`config.mk`:
```
export PLATFORM = sky130hd
export DESIGN_NAME = store_unit
export DESIGN_NICKNAME = d
export VERILOG_FILES = /design/src/rtl/store_unit_pkg.sv /design/src/rtl/store_unit_align.sv /design/src/rtl/store_unit.sv
export SDC_FILE = /design/constraint.sdc
export NUM_CORES = 1
export LEC_CHECK = 0
export CAP_MARGIN = 10
export CORE_AREA = 2 2 118 120
export DETAILED_ROUTE_END_ITERATION = 16
export DIE_AREA = 0 0 120 122
export PLACE_DENSITY = 0.68
export SLEW_MARGIN = 10
export SYNTH_ARGS = -nofsm -noshare
export SYNTH_HDL_FRONTEND = slang
export SYNTH_SLANG_ARGS = --single-unit
```
`constraint.sdc`:
```
create_clock -name clk -period 6.8 [get_ports clk]
set_input_delay 1.36 -clock clk [delete_from_list [all_inputs] [get_ports clk]]
set_output_delay 1.36 -clock clk [all_outputs]
set_load 0.01 [all_outputs]
```
`src/rtl/store_unit_pkg.sv`:
```
// store_unit_pkg: store funct3 codes and store FSM state encoding
package store_unit_pkg;

    localparam logic [2:0] INST_SB = 3'b000;
    localparam logic [2:0] INST_SH = 3'b001;
    localparam logic [2:0] INST_SW = 3'b010;

    typedef enum logic [2:0] {
        S_IDLE = 3'd0,
        S_WR0  = 3'd1,
        S_WR1  = 3'd2,
        S_DONE = 3'd3,
        S_ERR  = 3'd4
    } state_t;

endpackage

```
`src/rtl/store_unit_align.sv`:
```
// store_unit_align: lane alignment and strobe generation for a byte/half/word store
module store_unit_align
    import store_unit_pkg::*;
(
    input  logic [1:0]  off,
    input  logic [2:0]  funct3,
    input  logic [31:0] data,
    output logic [63:0] d64,
    output logic [7:0]  s8,
    output logic        legal
);

    logic [3:0]  m;
    logic [31:0] dm;

    // size mask, size-masked data, then both shifted into an 8-lane (two word) window
    always_comb begin
        m = funct3 == INST_SB ? 4'b0001 :
            funct3 == INST_SH ? 4'b0011 :
            funct3 == INST_SW ? 4'b1111 : 4'b0000;
        legal = m != 4'b0000;
        dm = data & {{8{m[3]}}, {8{m[2]}}, {8{m[1]}}, {8{m[0]}}};
        d64 = {32'b0, dm} << {off, 3'b000};
        s8 = {4'b0000, m} << off;
    end

endmodule

```
`src/rtl/store_unit.sv`:
```
// store_unit: aligns RISC-V stores to memory lanes, splits word-crossing stores into two writes
module store_unit
    import store_unit_pkg::*;
#(
    parameter int ADDR_W = 32,
    parameter int DATA_W = 32
) (
    input  logic              clk,
    input  logic              rstn,
    input  logic              req_valid,
    output logic              req_ready,
    input  logic [ADDR_W-1:0] req_addr,
    input  logic [DATA_W-1:0] req_data,
    input  logic [2:0]        req_funct3,
    output logic              mem_we,
    output logic [ADDR_W-1:0] mem_addr,
    output logic [DATA_W-1:0] mem_wdata,
    output logic [3:0]        mem_wstrb,
    input  logic              mem_ack,
    output logic              done,
    output logic              err
);

    state_t            state, state_nx;
    logic [63:0]       d64, d64_q;
    logic [7:0]        s8, s8_q;
    logic              legal;
    logic [ADDR_W-3:0] word_q, word;

    store_unit_align u_align (
        .off    (req_addr[1:0]),
        .funct3 (req_funct3),
        .data   (req_data),
        .d64    (d64),
        .s8     (s8),
        .legal  (legal)
    );

    // state register
    always_ff @(posedge clk or negedge rstn) begin
        if (!rstn) state <= S_IDLE;
        else       state <= state_nx;
    end

    // capture the aligned image at acceptance so request inputs may change afterwards
    always_ff @(posedge clk or negedge rstn) begin
        if (!rstn) begin
            d64_q  <= '0;
            s8_q   <= '0;
            word_q <= '0;
        end else if (state == S_IDLE && req_valid) begin
            d64_q  <= d64;
            s8_q   <= s8;
            word_q <= req_addr[ADDR_W-1:2];
        end
    end

    // next-state logic; second write only when upper lanes carry strobes
    always_comb begin
        state_nx = state;
        case (state)
            S_IDLE:  state_nx = !req_valid ? S_IDLE : legal ? S_WR0 : S_ERR;
            S_WR0:   state_nx = !mem_ack ? S_WR0 : s8_q[7:4] != 4'b0000 ? S_WR1 : S_DONE;
            S_WR1:   state_nx = mem_ack ? S_DONE : S_WR1;
            default: state_nx = S_IDLE;
        endcase
    end

    // outputs are decoded from state and held registers, so they stay stable until ack
    always_comb begin
        req_ready = state == S_IDLE;
        mem_we    = state == S_WR0 || state == S_WR1;
        word      = state == S_WR1 ? word_q + 1'b1 : word_q;
        mem_addr  = mem_we ? {word, 2'b00} : '0;
        mem_wdata = state == S_WR0 ? d64_q[31:0] : state == S_WR1 ? d64_q[63:32] : '0;
        mem_wstrb = state == S_WR0 ? s8_q[3:0] : state == S_WR1 ? s8_q[7:4] : 4'b0000;
        done      = state == S_DONE;
        err       = state == S_ERR;
    end

endmodule

```
### Word level (Yosys, flattened, before mapping)

Cells that the tools add are included.

| cells by class | value |
|---|---|
| equality and inequality tests | 6 |
| $lt $le $gt $ge | 0 |
| reduce and logical (&&, ||, !) cells | 6 |
| $mul | 0 |
| div/mod/pow operators | 0 |
| shifts and indexed selects | 2 |
| bitwise logic cells | 1 |
| add/sub/neg operators | 1 |
| muxes and demuxes | 15 |

Operator list:

| cell | count |
|---|---|
| 32-bit 2-to-1 mux | 3 |
| 32-bit by 5-bit << shifter with 64-bit output | 1 |
| 32-bit AND | 1 |
| 30-bit by 1-bit adder with 30-bit output, second input constant | 1 |
| 30-bit 2-to-1 mux | 1 |
| 4-bit 2-to-1 mux | 5 |
| 3-bit by 2-bit == test with 1-bit output, second input constant | 3 |
| 3-bit case mux with 3 select lines | 1 |
| 4-bit nonzero test | 2 |
| 4-bit by 2-bit << shifter with 8-bit output | 1 |
| 3-bit by 1-bit == test with 1-bit output, second input constant | 2 |
| 3-bit zero test | 2 |
| 3-bit 2-to-1 mux | 2 |
| 3-bit == test, second input constant | 1 |
| 1-bit 2-to-1 mux | 2 |
| 2-bit 2-to-1 mux | 1 |
| 1-bit logical AND | 1 |
| 1-bit logical OR | 1 |

| word-level totals | value |
|---|---|
| latch bits | 0 |
| bits of input ports | 71 |
| word-level logic and storage cells | 35 |
| memories | 0 |
| RAM bits | 0 |
| bits in read-only memories | 0 |
| register bits | 105 |

### Longest topological paths before layout

Gate-level depths: netlist of the first run.

| logic depth | value |
|---|---|
| word-level depth | 8 |
| depth in mapped cells | 8 |

### Hierarchy

A second synthesis of the first run with hierarchy kept.

| second synthesis, totals | value |
|---|---|
| cell total of the unflattened synthesis | 579 |
| area total of the unflattened synthesis | 6199.7 µm² |

By module, submodules not included:

| module | cells an instance | area each (µm²) | times used |
|---|---|---|---|
| store_unit | 426 | 5153.7 | 1 |
| store_unit_align | 153 | 1046.0 | 1 |

### Worst setup path after synthesis of the first run

No wires, ideal clock.

| path | value |
|---|---|
| kind | register -> output |
| start | register state[2] |
| end | output port mem_addr[31] |
| required time | 5.440 ns |
| buffers on the path | 3 |
| path slack | 3.299 ns |
| stages on the path, launching flop included | 8 |
| arrival | 2.141 ns |
| cells stage by stage | dfrtp_1 buf_6 nand4bb_1 buf_2 or4_1 buf_2 or4_1 a21oi_1 |

| between the ends | value |
|---|---|
| longest elaborated chain between the ends | 3 |

Ends and longest elaborated chain:

| element | RTL line | RTL |
|---|---|---|
| start: declaration | store_unit.sv:24 | `state_t state, state_nx;` |
| start signal: assignment | store_unit.sv:42 | `else state <= state_nx;` |
| 3-bit by 2-bit == test with 1-bit output / 3-bit by 1-bit == test with 1-bit output (equally long branches) | store_unit.sv:72, store_unit.sv:73 |  |
| 30-bit 2-to-1 mux / 1-bit logical OR (equally long branches) | store_unit.sv:73, store_unit.sv:72 |  |
| 32-bit 2-to-1 mux * | store_unit.sv:74 | `mem_addr = mem_we ? {word, 2'b00} : '0;` |
| end: declaration | store_unit.sv:16 | `output logic [ADDR_W-1:0] mem_addr,` |

Every way passes the cells marked *; elsewhere a longest branch is shown, timed or not.

### Final worst setup path of the first run

Same ends and word-level chain as after synthesis.

==> results.toml, run 1 <==
[run_status]
status = "complete, no violations"

[worst_setup_path]
crit_chain = "nand4bb_1 > or4_1 > or4_1 > a21oi_1 > clkdlybuf4s50_1"
cpMaxStageDelayCell = "or4_1"
worst_setup_path_start_kind = "register"
cp-end-kind = "output port"
path_max_fanout = 9
cpMostUsedCell = "or4_1"
critical-path-top-delay-family = "simple AND/OR/NAND/NOR gates"
crit_arrival_ns = 3.28
path_buf_inv = 1
criticalPathCategory = "reg2out"
cpPeakStageDelay_ns = 0.76
cp_data_required_time_ns = 5.44

[synth]
async_reset_ff_share_pct = 100
yosys.area.top_type = "dfrtp_1"
synth_top_area_share_pct = 45.5
synth_flop_cell = "dfrtp_1"
synthTopCellsByArea = "dfrtp_1 45%, nand2_1 8.6%, a22o_1 7.6%, a221o_1 3.6%, nor2_1 2.9%"
yosys_register_bits = 96
synthesis.instances = 582
seq_area_frac_synth_pct = 45.5
synth_cell_types = 48
synth_area_per_cell_um2 = 9.08
netlist_area_mm2 = 0.00529
synth_edf_count = 0
yosysWarningCount = 0

[placed_design]
dpl.hpwl_um = 11100
globalplace.congestion = 0.957
io_buffers = 140
placed_cells_incl_taps = 862

[sta]
setup_viol = 0
hold_viol = 0
grt_setup_unrepaired = "no"
tns_ns = 0
drv_slew = 0
tightest_slew_ns = 1.25
clock.fmax_mhz = 216
period_share_pct = 68.2
timing.final.crit_period_ns = 4.64
worst_clock_skew_ns = 0.00640
relSlewSlack_pct = 16.2

[floorplan]
rows = 43
pin_count = 143
fp.dieH_um = 122
core_area_mm2 = 0.0135
die_x_um = 120
start_util_pct = 39.1
die_area_mm2 = 0.0146

[cells_and_area]
layout_commonest_cell = "clkdlybuf4s50_1"
final_cells = 878
syn2layout_area_growth_pct = 34.2
drive_above_1_share_pct = 5.44
nets = 765
diodes = 0
layout_common_cells = "139 x clkdlybuf4s50_1, 120 x nand2_1, 96 x dfrtp_1, 46 x a22o_1, 41 x nor2_1"

[clock_tree]
clockBufferDepth = 2
cts_tree = "yes"
h-tree-depth = 3
clkLatencyLatePin_ns = 0.35
post_cts_resized = 0
cts_setup_buffers = 0
root_buffer = "clkbuf_16"
path_clk_slew_ns = 0.07
holdBufCountCts = 0
numCtsBuffers = 9
cts_sinks = 96

[job]
drv_cap = 0

[detailed_routing]
drt-total-wl_um = 15900
drc = 0
detail-route-antenna-nets = 0
first_pass_iters = 5
viasPerCell = 5.70
vias = 5002
initialDrtViolationCount = 549
routedWlPerCell_um = 18.1

[power]
comb_power_share_pct = 41.3
seqPwrFrac_pct = 36.8
clkPwrFrac_pct = 21.9
vdd_drop_max_mv = 0.177
totalPowerFinal_mw = 2.50
p_sw_share_pct = 38.6
p_int_mw = 1.53
switching_power_uw = 963
p_per_area_mw_per_mm2 = 352
leakage_nw = 2.98

[global_route]
antenna_found_initial = 0
grt_pass1_wl_um = 25400
grt_util_all_layers_pct = 22.2
grt_max_degree = 86
grt-ovfl-total = 0
grt_pass1_vias = 4802

[min_path]
min_path_type = "reg2reg"
[worst reg2reg max path: stages (launching register included)]
cell and delay, ns:
dfrtp_1 0.48, nor4b_2 0.36, buf_4 0.27, nand2_1 0.38, nor2_1 0.73, a221o_1 0.26
[synth_stat cells, types with 2 or more instances]
cell	instances
or4_1	18
a221o_1	19
buf_6	2
buf_4	2
o31ai_1	11
or3_1	7
buf_1	3
nor4_1	2
xnor2_1	8
or2_2	3
a21oi_1	11
a22o_1	46
nor3_1	4
clkbuf_1	36
a32oi_1	16
nand4_1	10
inv_1	8
and2_1	17
nand2_1	121
mux2i_1	10
nor2_1	41
nor3b_1	4
o21ai_0	26
nand3_1	11
dfrtp_1	96
o311ai_0	2
nor2b_1	2
mux2_2	5
a21o_1	3
xor2_1	4
o211ai_1	10
buf_2	6
and4_1	3
[worst paths after layout]
path                                startpoint  slack, ns                    end  cells after the start
min reg2reg                s8_q[0]$_DFFE_PN0P_       0.48    s8_q[0]$_DFFE_PN0P_                      1
max in group asynchronous                 rstn       4.65  d64_q[28]$_DFFE_PN0P_                      2
min                        s8_q[0]$_DFFE_PN0P_       0.48    s8_q[0]$_DFFE_PN0P_                      1
max                         state[2]$_DFF_PN0_       2.16           mem_addr[31]                      5
max reg2reg                 state[1]$_DFF_PN0_       4.26  d64_q[22]$_DFFE_PN0P_                      5
min in group asynchronous                 rstn       0.92  word_q[6]$_DFFE_PN0P_                      1
[per-stage QoR]
step | cell area, um2 | utilization (%) | hold slack [ns] | worst slack (ns)
after CTS | 7090 | 52.5 | 0.482 | 2.15
after global routing | 7090 | 52.5 | 0.494 | 2.00
after detailed placement | 6780 | 50.2 | 0.468 | 2.55
after floorplan | 5290 | - | 0.450 | 3.30
final | 7090 | 52.5 | 0.483 | 2.16
after global placement | 6780 | 50.2 | 0.460 | 2.57
[power groups by stage]
| stage | Clock [mW] | Sequential (mW) | Combinational [mW] |
|---|---|---|---|
| final | 0.547 | 0.920 | 1.03 |
| after global routing | 0.582 | 0.949 | 1.14 |
| after CTS | 0.556 | 0.917 | 1.04 |
| after detailed placement | 0 | 0.925 | 1.03 |
| after global placement | 0 | 0.912 | 1.02 |
| after floorplan | 0 | 0.859 | 0.628 |
[sequential cells by signal, summed over array words and instances, names as in the netlist]
signal and cells:
d64_q 56, s8_q 7, state 3, word_q 30
[routing by layer]
metal  global-route usage, %  vias to the layer above  wire length [um]  share of wire [%]
li1                        -                     2352                 -                  -
met1                    29.2                     2400              6890                 43
met2                    35.6                      216              7480                 47
met3                    4.63                       34              1100                6.9
met4                    9.41                        0               446                2.8
met5                       0                        -                 0                  0
[kinds of logic (layout without fill, tap and decap cells)]
logic type	Yosys count	after routing	synth area share [%]
simple gates	251	251	22.9
compound gates	148	148	21.7
flops	96	96	45.5
buf+inv	58	173	4.71
mux	15	15	2.96
xor+xnor	12	12	1.99
fa+ha+maj	1	1	0.237
other cells	1	2	0.0710
[cell type report]
cell class	count	area [um2]
fill	1268	6410
clock inverter	5	81.3
clock buffer	11	233
timing repair buffer	149	1470
sequential	96	2400
inverter	8	30.0
multi-input combinational	429	2660
tap	180	225
(Power assumes the default switching activity.)
==> run 2: changes to the inputs <==
--- a/config.mk
+++ b/config.mk
@@ -9,7 +9,7 @@
 export CORE_AREA = 2 2 118 120
 export DETAILED_ROUTE_END_ITERATION = 16
 export DIE_AREA = 0 0 120 122
-export PLACE_DENSITY = 0.68
+export PLACE_DENSITY = 0.7
 export SLEW_MARGIN = 10
 export SYNTH_ARGS = -nofsm -noshare
 export SYNTH_HDL_FRONTEND = slang
==> constraint.sdc (replaced) <==
create_clock -name clk -period 3.9 [get_ports clk]
set_input_delay 0.78 -clock clk [delete_from_list [all_inputs] [get_ports clk]]
set_output_delay 0.78 -clock clk [all_outputs]
set_load 0.01 [all_outputs]
==> run 2 against run 1 <==
Die area stayed put. Global-route usage is 0.62 points higher. Critical path depth is 1 higher. Sequential power is 73% higher. Final area is 0.76% higher. Routed wire length is 3.5% higher. Combinational power is 80% higher. Critical path type unchanged.
==> results.toml, run 2 (synthesis results as in run 1) <==
[sta]
drv_slew = 0
relSlewSlack_pct = 35.9
clock.fmax_mhz = 264
setup_ws_ns = 0.106
tightest_slew_ns = 0.960
setup_viol = 0
period_share_pct = 97.3
worst_clock_skew_ns = 0.00664
hold_viol = 0
tns_ns = 0
timing.final.crit_period_ns = 3.79
worst_hold_slack_ns = 0.449

[cells_and_area]
layout_commonest_cell = "clkdlybuf4s50_1"
largest_reg_flops = 56
syn2layout_area_growth_pct = 35.3
seqCellArea_mm2 = 0.00240
fill_cells = 1263
multi_input_area_mm2 = 0.00267
nets = 773
drive_above_1_share_pct = 7.51
regMostFlops = "d64_q"
final_cells = 886
diodes = 0
layout_common_cells = "139 x clkdlybuf4s50_1, 120 x nand2_1, 95 x dfrtp_1, 46 x a22o_1, 41 x nor2_1"
reg_top3 = "d64_q (56), word_q (30), s8_q (7)"

[worst_setup_path]
timing.rr.end = "d64_q[23]$_DFFE_PN0P_"
worst_setup_path_start_kind = "register"
crit_arrival_ns = 3.01
criticalPathCategory = "reg2out"
r2r_start = "state[0]$_DFF_PN0_"
cp_data_required_time_ns = 3.12
r2r_slack_ns = 1.20
reg2reg_depth = 5
crit_path_end = "mem_addr[20]"
path_max_fanout = 9
cp-end-kind = "output port"
cp-startpoint = "state[1]$_DFF_PN0_"

[placed_design]
globalplace.congestion = 0.944
post-place-ws_ns = 0.438
placed_cells_incl_taps = 870
io_buffers = 140
dpl.hpwl_um = 11700

[global_route]
grt_pass1_vias = 4969
grt_max_degree = 86
antenna_found_initial = 0
grt_pass1_wl_um = 26200
grt_util_all_layers_pct = 22.8
grt.busiest_layer = "met2"
met3_usage_pct = 4.21
grtUsageMet1_pct = 30.1
use_met2_pct = 36.6
grt-ovfl-total = 0

[clock_tree]
h-tree-depth = 3
clkLatencyLatePin_ns = 0.36
cts_sinks = 96
holdBufCountCts = 0
path_clk_slew_ns = 0.07
clockBufferDepth = 2
root_buffer = "clkbuf_16"
cts_tree = "yes"
numCtsBuffers = 9

[floorplan]
fp.dieH_um = 122
pin_count = 143
die_area_mm2 = 0.0146
start_util_pct = 39.1
core_area_mm2 = 0.0135
die_x_um = 120
rows = 43

[detailed_routing]
viasPerCell = 5.78
vias = 5119
drc = 0
routedWlPerCell_um = 18.6
first_pass_iters = 5
detail-route-antenna-nets = 0
initialDrtViolationCount = 509
drt-total-wl_um = 16500

[power]
vdd_drop_max_mv = 0.263
leakage_nw = 3.01
p_per_area_mw_per_mm2 = 603

[min_path]
min_path_type = "in2async"

[run_status]
status = "complete, no violations"

[job]
drv_cap = 0
==> run 2: worst min-delay path by stage <==
stage | start | end | slack [ns] | depth (start not counted)
3_5_place_dp | s8_q[0]$_DFFE_PN0P_ | s8_q[0]$_DFFE_PN0P_ | 0.47 | 1
2_1_floorplan | d64_q[40]$_DFFE_PN0P_ | d64_q[40]$_DFFE_PN0P_ | 0.45 | 2
5_1_grt | rstn | word_q[11]$_DFFE_PN0P_ | 0.51 | 1
6_report | rstn | word_q[8]$_DFFE_PN0P_ | 0.45 | 1
3_3_place_gp | s8_q[0]$_DFFE_PN0P_ | s8_q[0]$_DFFE_PN0P_ | 0.46 | 1
4_1_cts | rstn | word_q[11]$_DFFE_PN0P_ | 0.47 | 1
==> run 2: critical path: stages (launching register included) <==
cell	delay, ns
dfrtp_2	0.45
nand4bb_1	0.21
buf_4	0.22
or4_1	0.66
or4_1	0.51
nand2_1	0.08
clkdlybuf4s50_1	0.53
==> run 2: area by class of cell <==
class | count | area share (%)
tap | 180 | 3.15
clock buffer | 10 | 3.34
multi-input combinational | 429 | 37.4
clock inverter | 6 | 0.735
sequential | 96 | 33.6
timing repair buffer | 157 | 21.4
inverter | 8 | 0.420
==> run 2: what timing repair did <==
item | in CTS | in global routing
gates resized for setup | 0 | 5
setup endpoints to repair | 0 | 12
endpoints found under the hold margin | 0 | 0
buffers inserted | 0 | 0
==> run 2: through the flow <==
| stage | instance area, um2 | utilization (%) | power, mW |
|---|---|---|---|
| 2_1_floorplan | 5290 | - | 2.59 |
| 3_3_place_gp | 6840 | 50.7 | 3.38 |
| 3_5_place_dp | 6840 | 50.7 | 3.44 |
| 4_1_cts | 7130 | 52.8 | 4.32 |
| 5_1_grt | 7150 | 52.9 | 4.60 |
| 6_report | 7150 | 52.9 | 4.31 |
==> run 2: per-layer routing <==
layer | vias to the layer above | share of wire (%) | wire, um
met4 | 0 | 3.2 | 532
met2 | 244 | 46 | 7590
li1 | 2372 | - | -
met1 | 2473 | 43 | 7120
met5 | - | 0 | 0
met3 | 30 | 7.5 | 1240
==> run 2: power by group <==
group | internal [mW] | switching (mW)
combinational | 0.836 | 1.01
sequential | 1.29 | 0.300
clock | 0.459 | 0.414
total | 2.59 | 1.73
==> run 3: changes to the inputs <==
--- a/config.mk
+++ b/config.mk
@@ -7,6 +7,7 @@
 export LEC_CHECK = 0
 export CAP_MARGIN = 10
 export CORE_AREA = 2 2 118 120
+export CTS_CLUSTER_SIZE = 14
 export DETAILED_ROUTE_END_ITERATION = 16
 export DIE_AREA = 0 0 120 122
 export PLACE_DENSITY = 0.7
==> results of run 3 <==
Same layout as run 2: the final DEF is identical, and so are final timing and power.
